$ cat src/rtl/fnd_scan_controller.sv
// Time-multiplexed scan controller for a common-anode 7-segment display.
// Prescaled digit scan, ghosting guard, leading-zero blanking, frame snapshot.
module fnd_scan_controller #(
    parameter int CLK_DIV      = 100000,
    parameter int DIGITS       = 4,
    parameter int BLANK_CYCLES = 16
) (
    input  logic                  i_clk,
    input  logic                  i_reset_n,
    input  logic                  i_enable,
    input  logic [4*DIGITS-1:0]   i_digits,
    input  logic [DIGITS-1:0]     i_dp,
    input  logic                  i_lz_blank,
    output logic [DIGITS-1:0]     o_com,
    output logic [7:0]            o_seg,
    output logic [2:0]            o_digit_sel,
    output logic                  o_frame_start
);

    localparam int PW = $clog2(CLK_DIV);
    localparam int GW = (BLANK_CYCLES > 1) ? $clog2(BLANK_CYCLES) : 1;
    localparam bit HAS_GUARD = (BLANK_CYCLES > 0);
    localparam logic [PW-1:0] PRE_LAST = PW'(CLK_DIV - 1);
    localparam logic [GW-1:0] GRD_LAST = HAS_GUARD ? GW'(BLANK_CYCLES - 1) : '0;
    localparam logic [2:0]    SEL_LAST = 3'(DIGITS - 1);

    typedef enum logic [1:0] {S_IDLE, S_SHOW, S_GUARD} state_t;

    state_t                r_state, w_state;
    logic [2:0]            r_sel, w_sel;
    logic [PW-1:0]         r_pre, w_pre;
    logic [GW-1:0]         r_grd, w_grd;
    logic [4*DIGITS-1:0]   r_snap_d, w_snap_d;
    logic [DIGITS-1:0]     r_snap_dp, w_snap_dp;
    logic [DIGITS-1:0]     r_com, w_com;
    logic [7:0]            r_seg, w_seg;
    logic                  r_fs, w_fs;
    logic                  w_load, w_adv;
    logic [3:0]            w_nib;
    logic                  w_dp_sel, w_blank, w_zero;

    function automatic logic [7:0] seg_dec(input logic [3:0] n);
        case (n)
            4'h0: seg_dec = 8'hC0;
            4'h1: seg_dec = 8'hF9;
            4'h2: seg_dec = 8'hA4;
            4'h3: seg_dec = 8'hB0;
            4'h4: seg_dec = 8'h99;
            4'h5: seg_dec = 8'h92;
            4'h6: seg_dec = 8'h82;
            4'h7: seg_dec = 8'hF8;
            4'h8: seg_dec = 8'h80;
            4'h9: seg_dec = 8'h90;
            4'hA: seg_dec = 8'h88;
            4'hB: seg_dec = 8'h83;
            4'hC: seg_dec = 8'hC6;
            4'hD: seg_dec = 8'hA1;
            4'hE: seg_dec = 8'h86;
            4'hF: seg_dec = 8'h8E;
        endcase
    endfunction

    always_ff @(posedge i_clk or negedge i_reset_n) begin
        if (!i_reset_n) begin
            r_state   <= S_IDLE;
            r_sel     <= '0;
            r_pre     <= '0;
            r_grd     <= '0;
            r_snap_d  <= '0;
            r_snap_dp <= '0;
            r_com     <= '1;
            r_seg     <= 8'hFF;
            r_fs      <= 1'b0;
        end else begin
            r_state   <= w_state;
            r_sel     <= w_sel;
            r_pre     <= w_pre;
            r_grd     <= w_grd;
            r_snap_d  <= w_snap_d;
            r_snap_dp <= w_snap_dp;
            r_com     <= w_com;
            r_seg     <= w_seg;
            r_fs      <= w_fs;
        end
    end

    always_comb begin
        w_state = r_state;
        w_sel   = r_sel;
        w_pre   = r_pre;
        w_grd   = r_grd;
        w_load  = 1'b0;
        w_adv   = 1'b0;
        if (!i_enable) begin
            w_state = S_IDLE;
            w_sel   = '0;
            w_pre   = '0;
            w_grd   = '0;
        end else begin
            unique case (r_state)
                S_IDLE: begin
                    w_state = S_SHOW;
                    w_sel   = '0;
                    w_pre   = '0;
                    w_load  = 1'b1;
                end
                S_SHOW: begin
                    if (r_pre == PRE_LAST) begin
                        if (HAS_GUARD) begin
                            w_state = S_GUARD;
                            w_grd   = '0;
                        end else begin
                            w_adv = 1'b1;
                        end
                    end else begin
                        w_pre = r_pre + 1'b1;
                    end
                end
                S_GUARD: begin
                    if (r_grd == GRD_LAST) w_adv = 1'b1;
                    else                   w_grd = r_grd + 1'b1;
                end
                default: w_state = S_IDLE;
            endcase
            if (w_adv) begin
                w_state = S_SHOW;
                w_pre   = '0;
                if (r_sel == SEL_LAST) begin
                    w_sel  = '0;
                    w_load = 1'b1;
                end else begin
                    w_sel = r_sel + 3'd1;
                end
            end
        end
    end

    // Outputs are decoded from next-state values so they land with the state.
    always_comb begin
        w_snap_d  = w_load ? i_digits : r_snap_d;
        w_snap_dp = w_load ? i_dp : r_snap_dp;
        w_com     = '1;
        w_seg     = 8'hFF;
        w_fs      = w_load && (w_state == S_SHOW);
        w_nib     = '0;
        w_dp_sel  = 1'b0;
        w_blank   = 1'b0;
        w_zero    = 1'b1;
        for (int k = DIGITS - 1; k >= 0; k--) begin
            w_zero = w_zero && (w_snap_d[4*k +: 4] == 4'h0) && !w_snap_dp[k];
            if (w_sel == 3'(k)) begin
                w_nib    = w_snap_d[4*k +: 4];
                w_dp_sel = w_snap_dp[k];
                w_blank  = (k != 0) && i_lz_blank && w_zero;
                if (w_state == S_SHOW) w_com[k] = 1'b0;
            end
        end
        if (w_state == S_SHOW && !w_blank)
            w_seg = seg_dec(w_nib) & {~w_dp_sel, 7'h7F};
    end

    assign o_com         = r_com;
    assign o_seg         = r_seg;
    assign o_digit_sel   = r_sel;
    assign o_frame_start = r_fs;

endmodule

$ cat config.mk
export PLATFORM = sky130hd
export DESIGN_NAME = fnd_scan_controller
export DESIGN_NICKNAME = d
export VERILOG_FILES = /design/src/rtl/fnd_scan_controller.sv
export SDC_FILE = /design/constraint.sdc
export NUM_CORES = 1
export LEC_CHECK = 0
export ABC_AREA = 1
export BUFFER_PORTS_ARGS = -buffer_cell sky130_fd_sc_hd__buf_2
export CORE_MARGIN = 3
export CORE_UTILIZATION = 60
export CTS_CLUSTER_DIAMETER = 100
export CTS_CLUSTER_SIZE = 10
export DETAILED_ROUTE_END_ITERATION = 8
export PLACE_DENSITY = 0.82
export SETUP_SLACK_MARGIN = 0.1
export SKIP_CTS_REPAIR_TIMING = 1
export SLEW_MARGIN = 20
export SYNTH_ARGS = -nofsm -noshare
export SYNTH_HDL_FRONTEND = slang
export SYNTH_SLANG_ARGS = --single-unit
$ cat constraint.sdc
create_clock -name i_clk -period 3.65 [get_ports i_clk]
set_clock_uncertainty 0.2 [all_clocks]
set_input_delay 0.365 -clock i_clk [delete_from_list [all_inputs] [get_ports i_clk]]
set_output_delay 0.365 -clock i_clk [all_outputs]
set_load 0.02 [all_outputs]
==> results of run 1 <==
-- area by class of cell --
type	count	share of cell area [%]
flip-flops and latches	59	38.8
repair buffers	44	6.12
clock inverters	4	1.24
well taps	70	2.28
inverters	57	5.57
clock buffers	12	4.30
multi-input cells	315	41.7
-- worst paths after layout --
path                                 to         start  slack (ns)  depth (start not counted)
setup reg to reg               o_seg[5]      r_grd[0]        0.52                         18
min in group asynchronous     r_pre[13]     i_reset_n        0.42                          2
setup / recovery               o_seg[5]      r_grd[0]        0.52                         18
hold reg to reg            r_snap_dp[0]  r_snap_dp[0]        0.29                          2
max in group asynchronous  r_snap_d[11]     i_reset_n        2.00                          3
hold / removal              r_snap_d[1]   i_digits[1]        0.06                          3
-- through the flow --
step | instance area, um^2 | utilization (%) | setup slack (ns)
after floorplan | 3350 | - | 1.14
after global placement | 3620 | 68.6 | 0.586
after detailed placement | 3620 | 68.6 | 0.443
after CTS | 3830 | 72.7 | 0.414
after global routing | 3840 | 72.9 | 0.205
final | 3840 | 72.9 | 0.516
-- metal layers --
layer | routed length [um] | share of wire (%) | vias up
met1 | 3580 | 45 | 1431
li1 | - | - | 1519
met2 | 3740 | 47 | 93
met5 | 0 | 0 | -
met3 | 392 | 5.0 | 19
met4 | 185 | 2.3 | 0
-- power by group --
| part | leakage, uW | internal (uW) | switching (uW) |
|---|---|---|---|
| sequential | 0.000736 | 717 | 16.5 |
| combinational | 0.00108 | 92.2 | 186 |
| clock | 0.000108 | 368 | 259 |
-- state kept, by name, summed over array words and instances (netlist names) --
signal and count:
r_grd 4, r_snap_d 16, o_seg 8, o_com 4, o_digit_sel 3, o_frame_start 1, r_snap_dp 4, r_state 2
r_pre 17
-- logic make-up after synthesis --
| group | Yosys count | synth area share (%) |
|---|---|---|
| DFF | 59 | 44.5 |
| buffers and inverters | 65 | 7.84 |
| xor gates and xnor gates | 6 | 1.57 |
| muxes | 1 | 0.299 |
| AOI/OAI and AO/OA | 45 | 8.25 |
| adders and majority gates | 8 | 2.99 |
| and+or+nand+nor | 255 | 34.6 |
-- cells in the final DEF (no fill, tap or decap), drive strengths merged --
master,synthesis,routed
a2bb2oi,1,1
a211oi,1,1
o21ai,20,20
o211ai,2,2
ha,8,8
bufinv,0,1
o21a,1,1
a22oi,5,5
clkinv,0,2
nor4,1,1
nor3b,1,1
nand2,130,130
nand4,9,9
clkbuf,3,12
o31ai,1,1
mux2i,1,1
nor3,10,10
a21oi,12,12
buf,5,43
or2,1,1
xor2,6,6
clkinvlp,0,1
dlygate4sd3,0,1
dfstp,12,12
inv,57,57
nand3,54,54
nand3b,3,3
nor2,46,46
dfrtp,47,47
o21bai,1,1
a31oi,1,1
-- critical path, cell delays in order (launching register included) --
cell     delay [ns]
dfrtp_1        0.39
ha_1           0.23
nand2_1        0.10
nor2_2         0.06
nand2_2        0.09
nand2_2        0.16
nand2_1        0.23
buf_4          0.24
inv_2          0.09
or2_1          0.21
o21ai_1        0.11
nor2_1         0.07
nor2_2         0.22
inv_1          0.12
ha_1           0.24
nand2_1        0.10
o21ai_0        0.09
nand2_1        0.06
nand2_1        0.05
==> flow_summary_export.csv, run 1 <==
group,metric,value,unit
status,status,"finished, final reports clean",
power_and_ir_drop,powerDensity,426,nW/um^2
yosys,synthesis.area,3350,um^2
cells_and_area,areaGrowthSynthToFinish,14.6,%
drt,drc,0,
yosys,synth_common_cells,"128 x nand2_1, 50 x inv_1, 49 x nand3_1",
clock_network,worst_skew_pair.late_latency,0.34,ns
grt,grt_antenna_before_repair,0,
yosys,synthTopCellsByArea,"dfrtp_1 35%, nand2_1 14%, dfstp_2 9.4%",
worst_setup_path,worstPathArrival,3.21,ns
grt,met2_usage,43.5,%
drt,routed_wl,7900,um
cells_and_area,area.sequential,1490,um^2
job,maxCapViolations,0,
cells_and_area,drive_above_1_share,20.6,%
timing,tightest_slew,0.740,ns
clock_network,path_clk_slew,0.07,ns
cells_and_area,multi_input_area,1600,um^2
yosys,synth_seq_area_share,44.5,%
worst_setup_path,end_kind,"flop",
yosys,synthCells,439,
placed_design,io_buffers,39,
worst_setup_path,critPathKind,"flop to flop",
die,rows,26,
yosys,synth_top_area_cell,"dfrtp_1",
clock_network,root_buffer,"clkbuf_8",
worst_setup_path,crit_fanout,15,
drt,via_count,3062,
timing,final.setup.tns,0,ns
timing,hold_violations,0,
worst_setup_path,required,3.73,ns
placed_design,hpwlAfterDp,5800,um
power_and_ir_drop,p_total,1640,uW
drt,drt_pass1_iterations,5,
timing,period_minus_slack,3.13,ns
yosys,synth_top_area_share,35.1,%
clock_network,cts_buffers,9,
yosys,synth_most_common_cell,"nand2_1",
drt,wl_per_cell,14.1,um
grt,grt_pass1_vias,2961,
grt,grtUsageTotal,27.2,%
placed_design,dp_cells,544,
drt,drtIter0Drc,168,
yosys,synth_edf_count,0,
yosys,syn_area_per_cell,7.64,um^2
timing,report.final.slew_viol_count,0,
power_and_ir_drop,p_leak,0.00193,uW
drt,viasPerCell,5.46,
worst_setup_path,startpoint_type,"flop",
placed_design,routabilityCongestion,0.908,
timing,post-route-period-util,85.9,%
clock_network,ctsLongestPathBuffers,2,
die,core_area,5270,um^2
timing,slew_headroom,50.6,%
grt,grt_max_degree,35,
cells_and_area,fillers,439,
clock_network,cts_tree,"built",
yosys,synthesis.nets,471,
cells_and_area,antenna_cells,0,
yosys,async_flop_share,100,%
cells_and_area,instances_no_fill,561,
grt,globalRouteMet1Util,36.3,%
grt,busiest_layer,"met2",
power_and_ir_drop,ir_drop,0.253,mV
die,dieArea,6520,um^2
timing,hold_slack,0.0560,ns
yosys,ys_ff_latch,59,
yosys,ys.flop_type,"dfrtp_1",
grt,grt_pass1_wl,13600,um
grt,gr-total-overflow,0,
cells_and_area,fin_nets,518,
grt,met3_usage,4.77,%
die,die_h,80.8,um
die,initial_core_util,63.6,%
drt,postRouteAntennaNets,0,
timing,rsz0062_at_grt,"false",
timing,fmax,319,MHz
clock_network,htree_num_levels,3,
yosys,yosysUniqueCellTypes,38,
timing,finalSetupViolCount,0,
hold_path,worst_hold_path_type,"input pin to flop",
die,pin_count,40,
die,die_x,80.8,um
yosys,yosys_warnings,0,
clock_network,cts_num_sinks,59,
Note: power is estimated with default switching activity, not from simulation.
==> run 2: changes to the inputs <==
--- a/config.mk
+++ b/config.mk
@@ -6,13 +6,13 @@
 export NUM_CORES = 1
 export LEC_CHECK = 0
 export ABC_AREA = 1
-export BUFFER_PORTS_ARGS = -buffer_cell sky130_fd_sc_hd__buf_2
 export CORE_MARGIN = 3
 export CORE_UTILIZATION = 60
 export CTS_CLUSTER_DIAMETER = 100
 export CTS_CLUSTER_SIZE = 10
 export DETAILED_ROUTE_END_ITERATION = 8
-export PLACE_DENSITY = 0.82
+export DONT_BUFFER_PORTS = 1
+export PLACE_DENSITY = 0.76
 export SETUP_SLACK_MARGIN = 0.1
 export SKIP_CTS_REPAIR_TIMING = 1
 export SLEW_MARGIN = 20
==> run 2 against run 1 <==
Effect of this change:
- the flow now finishes with violations (hold timing)
- total power decreased by 7.4%
- first-iteration DRC count up 11%
- final area down 4.4%
- critical path depth fell by 2
- sequential share of layout area rose by 1.8 points
- non-clock buffer count fell by 34
- via count is 4.7% lower
- sequential cell count stayed put
- critical path type unchanged
==> flow_summary_export.csv, run 2 (same netlist as run 1, synthesis figures left out) <==
group,metric,value,unit
timing,post-route-period-util,86.5,%
worst_setup_path,end_kind,"flop",
drt,via_count,2917,
grt,grtUsageTotal,25.2,%
power_and_ir_drop,p_total,1520,uW
worst_setup_path,crit_fanout,21,
timing,period_minus_slack,3.16,ns
timing,tightest_slew,0.668,ns
worst_setup_path,slowest_delay,0.50,ns
drt,wl_per_cell,14.3,um
worst_setup_path,required,3.71,ns
timing,finalSetupViolCount,0,
cells_and_area,antenna_cells,0,
clock_network,root_buffer,"clkbuf_8",
die,pin_count,40,
drt,routed_wl,7520,um
job,maxCapViolations,0,
hold_path,worst_hold_path_type,"input pin to flop",
cells_and_area,multi_input_area,1600,um^2
drt,postRouteAntennaNets,0,
drt,drt_pass1_iterations,6,
die,dieArea,6520,um^2
worst_setup_path,r2r_slack,0.49,ns
cells_and_area,mostFrequentLayoutCell,"nand2_1",
cells_and_area,drive_above_1_share,12.9,%
drt,wl_met3,495,um
clock_network,cts_tree,"built",
grt,grt_pass1_wl,12800,um
placed_design,routabilityCongestion,0.913,
grt,grt_antenna_before_repair,0,
power_and_ir_drop,p_leak,0.00179,uW
timing,rsz0062_at_grt,"false",
drt,top_layer,"met4",
worst_setup_path,startpoint_type,"flop",
hold_path,hold_start,"i_enable",
die,die_x,80.8,um
worst_setup_path,cp_cell_sequence,"ha_1 > nand2_1 > nor2_2 > nand2_2 > nand2_1 > nand2_1 > inv_2 > or2_1 > o21ai_1 > nor2_1 > nor2_2 > ha_1 > inv_1 > nand3_1 > nand3_1 > nand3_1",
cells_and_area,layout_common_cells,"128 x nand2_1, 50 x inv_1, 49 x nand3_1",
cells_and_area,fillers,467,
drt,viasPerCell,5.54,
timing,slew_headroom,55.3,%
drt,drtIter0Drc,186,
cells_and_area,fin_nets,484,
hold_path,hold_path_end,"r_pre[16]",
die,core_area,5270,um^2
drt,routed-wl-met2,3400,um
grt,grt_pass1_vias,2740,
worst_setup_path,rr_worst_depth,16,
status,violations,"hold timing",
timing,final.setup.tns,0,ns
clock_network,cts_buffers,9,
cells_and_area,largest_reg_flops,17,
placed_design,hpwlAfterDp,5430,um
worst_setup_path,r2r-start,"r_grd[0]",
cells_and_area,instances_no_fill,527,
timing,hold_slack,-0.0150,ns
worst_setup_path,r2r_end,"o_seg[3]",
clock_network,cts_num_sinks,59,
grt,gr-total-overflow,0,
clock_network,ctsLongestPathBuffers,2,
worst_setup_path,critPathBufInv,2,
die,initial_core_util,63.6,%
worst_setup_path,critPathKind,"flop to flop",
die,die_h,80.8,um
worst_setup_path,slowest_stage,"nand2_1",
timing,hold_violations,3,
placed_design,dp_cells,505,
status,status,"finished, violations left",
hold_path,whs_path_depth,2,
worst_setup_path,worstSetupStartpoint,"r_grd[0]",
power_and_ir_drop,ir_drop,0.263,mV
drt,drc,0,
clock_network,path_clk_slew,0.06,ns
worst_setup_path,worstPathArrival,3.22,ns
worst_setup_path,critPathTopFamily,"simple AND/OR/NAND/NOR gates",
grt,grt_max_degree,60,
cells_and_area,largest_register,"r_pre",
timing,report.final.slew_viol_count,0,
drt,met1_length,3510,um
die,rows,26,
clock_network,worst_skew_pair.late_latency,0.33,ns
cells_and_area,area.sequential,1490,um^2
power_and_ir_drop,powerDensity,413,nW/um^2
cells_and_area,areaGrowthSynthToFinish,9.51,%
placed_design,io_buffers,0,
clock_network,htree_num_levels,3,
timing,fmax,317,MHz
run 2: routing by layer:
layer  up-vias  track usage (%)
met1      1360             34.4
met4         0             8.45
met3        14             6.10
met2        96             39.7
met5         -                0
li1       1447                -
run 2: how the worst max path moves through the flow:
stage	cells after the start	slack (ns)	to
global placement	16	0.57	o_seg[3]
CTS	17	0.49	o_seg[5]
finish	16	0.49	o_seg[3]
floorplan	18	1.14	o_seg[5]
detailed placement	17	0.51	o_seg[5]
global route	16	0.12	o_seg[3]
run 2: worst reg2reg max path: stages, from the launching register on:
cell and delay, ns:
dfrtp_1 0.40, ha_1 0.23, nand2_1 0.10, nor2_2 0.06, nand2_2 0.08, nand2_1 0.07
nand2_1 0.50, inv_2 0.16, or2_1 0.24, o21ai_1 0.10, nor2_1 0.08, nor2_2 0.21
ha_1 0.26, inv_1 0.09, nand3_1 0.12, nand3_1 0.09, nand3_1 0.10
run 2: metrics by stage:
step                instance area [um^2]  util [%]  hold WS (ns)  setup WS [ns]
floorplan                           3350         -        -0.131           1.14
global route                        3670      69.7       0.00382          0.123
CTS                                 3590      68.2        -0.487          0.493
detailed placement                  3420      64.9        -0.129          0.509
finish                              3670      69.7       -0.0150          0.495
global placement                    3420      64.9        -0.129          0.566
run 2: power by group:
group,leakage (uW),internal [uW],total (uW),switching (uW)
Sequential,0.000736,718,756,37.3
Combinational,0.000962,79.1,228,148
Clock,0.0000905,282,533,251
Total,0.00179,1080,1520,437
run 2: final cells by class:
class                           instances  area share [%]
Tap cell                               70            2.39
Sequential cell                        59            40.6
Clock inverter                          2           0.273
Clock buffer                           14            4.43
Timing Repair Buffer                   10            2.93
Multi-Input combinational cell        315            43.5
Inverter                               57            5.83
==> run 3: changes to the inputs <==
--- a/config.mk
+++ b/config.mk
@@ -8,6 +8,7 @@
 export ABC_AREA = 1
 export CORE_MARGIN = 3
 export CORE_UTILIZATION = 60
+export CTS_BUF_LIST = sky130_fd_sc_hd__clkbuf_2
 export CTS_CLUSTER_DIAMETER = 100
 export CTS_CLUSTER_SIZE = 10
 export DETAILED_ROUTE_END_ITERATION = 8
==> run 3 against run 2 <==
Effect of this change:
- the flow now finishes without violations
- worst setup slack worse by 0.11 ns
- first-iteration DRC count up 24%
- non-clock buffer count increased by 17
- sequential cell count unchanged
- wire length rose by 2.3%
- largest cell class unchanged
- fmax decreased by 3.3%
- sequential power about the same
==> flow_summary_export.csv, run 3 (same netlist as run 1, synthesis figures left out) <==
group,metric,value,unit
cells_and_area,layout_common_cells,"128 x nand2_1, 50 x inv_1, 49 x nand3_1",
cells_and_area,fin_nets,501,
drt,viasPerCell,5.48,
placed_design,hpwlAfterDp,5430,um
die,core_area,5270,um^2
worst_setup_path,worstPathArrival,3.48,ns
cells_and_area,mostFrequentLayoutCell,"nand2_1",
drt,postRouteAntennaNets,0,
clock_network,root_buffer,"clkbuf_2",
cells_and_area,area.sequential,1490,um^2
power_and_ir_drop,clkPwrFrac,24.5,%
timing,period_minus_slack,3.26,ns
grt,grtUsageTotal,25.2,%
clock_network,cts_buffers,9,
timing,rsz0062_at_grt,"false",
drt,drc,0,
power_and_ir_drop,combPwrFrac,18.5,%
timing,final.setup.tns,0,ns
power_and_ir_drop,internal-power,901,uW
clock_network,htree_num_levels,3,
worst_setup_path,startpoint_type,"input pin",
die,die_x,80.8,um
cells_and_area,largest_register,"r_pre",
timing,slew_headroom,53.6,%
power_and_ir_drop,pwr-share-seq,57.0,%
grt,grt_pass1_wl,12800,um
grt,grt_max_degree,60,
timing,finalSetupViolCount,0,
die,die_h,80.8,um
clock_network,cts_num_sinks,59,
status,status,"finished, final reports clean",
worst_setup_path,required,3.87,ns
timing,report.final.slew_viol_count,0,
die,dieArea,6520,um^2
drt,wl_per_cell,14.2,um
placed_design,io_buffers,0,
clock_network,path_clk_slew,0.16,ns
cells_and_area,multi_input_area,1600,um^2
placed_design,dp_cells,505,
worst_setup_path,crit_fanout,21,
placed_design,routabilityCongestion,0.913,
timing,fmax,306,MHz
power_and_ir_drop,powerDensity,354,nW/um^2
cells_and_area,antenna_cells,0,
cells_and_area,areaGrowthSynthToFinish,11.8,%
worst_setup_path,end_kind,"flop",
drt,via_count,2981,
drt,drtIter0Drc,231,
clock_network,cts_tree,"built",
die,initial_core_util,63.6,%
cells_and_area,drive_above_1_share,12.7,%
job,maxCapViolations,0,
grt,gr-total-overflow,0,
drt,routed_wl,7700,um
placed_design,dpl_cell_area,3420,um^2
timing,post-route-period-util,89.4,%
timing,hold_violations,0,
worst_setup_path,critPathKind,"input pin to flop",
drt,drt_pass1_iterations,4,
grt,grt_pass1_vias,2731,
hold_path,worst_hold_path_type,"input pin to flop",
power_and_ir_drop,p_switching,424,uW
power_and_ir_drop,p_leak,0.00183,uW
timing,tightest_slew,0.695,ns
cells_and_area,instances_no_fill,544,
cells_and_area,post-route-cell-area,3750,um^2
die,rows,26,
power_and_ir_drop,ir_drop,0.240,mV
cells_and_area,largest_reg_flops,17,
power_and_ir_drop,switching_share,32.0,%
die,pin_count,40,
grt,grt_antenna_before_repair,0,
clock_network,worst_skew_pair.late_latency,0.47,ns
cells_and_area,fillers,447,
clock_network,ctsLongestPathBuffers,2,
==> run 3: changes by cell type in the layout (fill, tap and decap cells not counted) <==
cell,before,now
dlygate4sd3_1,5,22
clkbuf_2,0,12
clkinv_1,0,2
clkbuf_1,3,0
clkbuf_8,11,0
==> run 3: worst paths after layout <==
path,endpoint,slack [ns],start,cells past startpoint
max,o_seg[1],0.39,i_enable,14
max reg2reg,o_seg[3],0.44,r_grd[0],16
min in group asynchronous,r_pre[10],0.21,i_reset_n,2
min,o_digit_sel[1],0.06,i_enable,2
min reg2reg,r_snap_dp[0],0.30,r_snap_dp[0],2
max in group asynchronous,o_com[2],2.73,i_reset_n,2
==> run 3: layout make-up <==
| class | instances | share of cell area (%) |
|---|---|---|
| clock buffers | 12 | 1.60 |
| multi-input cells | 315 | 42.7 |
| repair buffers | 27 | 7.41 |
| well taps | 70 | 2.34 |
| clock inverters | 4 | 0.467 |
| flip-flops and latches | 59 | 39.8 |
| inverters | 57 | 5.71 |
==> run 3: routing by layer <==
metal | GRT usage (%) | vias to the layer above | routed length (um)
met2 | 38.4 | 88 | 3500
met1 | 34.7 | 1395 | 3630
li1 | - | 1484 | -
met3 | 6.43 | 14 | 415
met4 | 9.97 | 0 | 153
met5 | 0 | - | 0
==> run 3: stage by stage <==
stage | power [uW] | util, % | setup WS (ns) | hold slack, ns
5_1_grt | 1410 | 71.1 | 0.0836 | 0.0255
4_1_cts | 1300 | 66.4 | 0.462 | -0.673
6_report | 1320 | 71.1 | 0.386 | 0.0577
2_1_floorplan | 930 | - | 1.14 | -0.131
3_5_place_dp | 974 | 64.9 | 0.509 | -0.129
3_3_place_gp | 971 | 64.9 | 0.566 | -0.129
==> run 3: power groups by stage <==
| stage | Sequential, uW | Combinational, uW | Clock (uW) |
|---|---|---|---|
| 2_1_floorplan | 763 | 167 | 0 |
| 3_3_place_gp | 766 | 204 | 0 |
| 3_5_place_dp | 768 | 206 | 0 |
| 4_1_cts | 756 | 207 | 334 |
| 5_1_grt | 762 | 282 | 368 |
| 6_report | 755 | 246 | 324 |
==> run 3: worst max-delay path, stage by stage <==
cell and delay, ns:
dlygate4sd3_1 0.85, inv_2 0.18, a21oi_2 0.16, nand2_1 0.43
o21ai_1 0.34, inv_1 0.10, nand2_1 0.09, nand3_1 0.07
nor2_1 0.25, ha_1 0.29, nand2_1 0.10, nor2_1 0.06
nor2_1 0.11, nand2_1 0.07
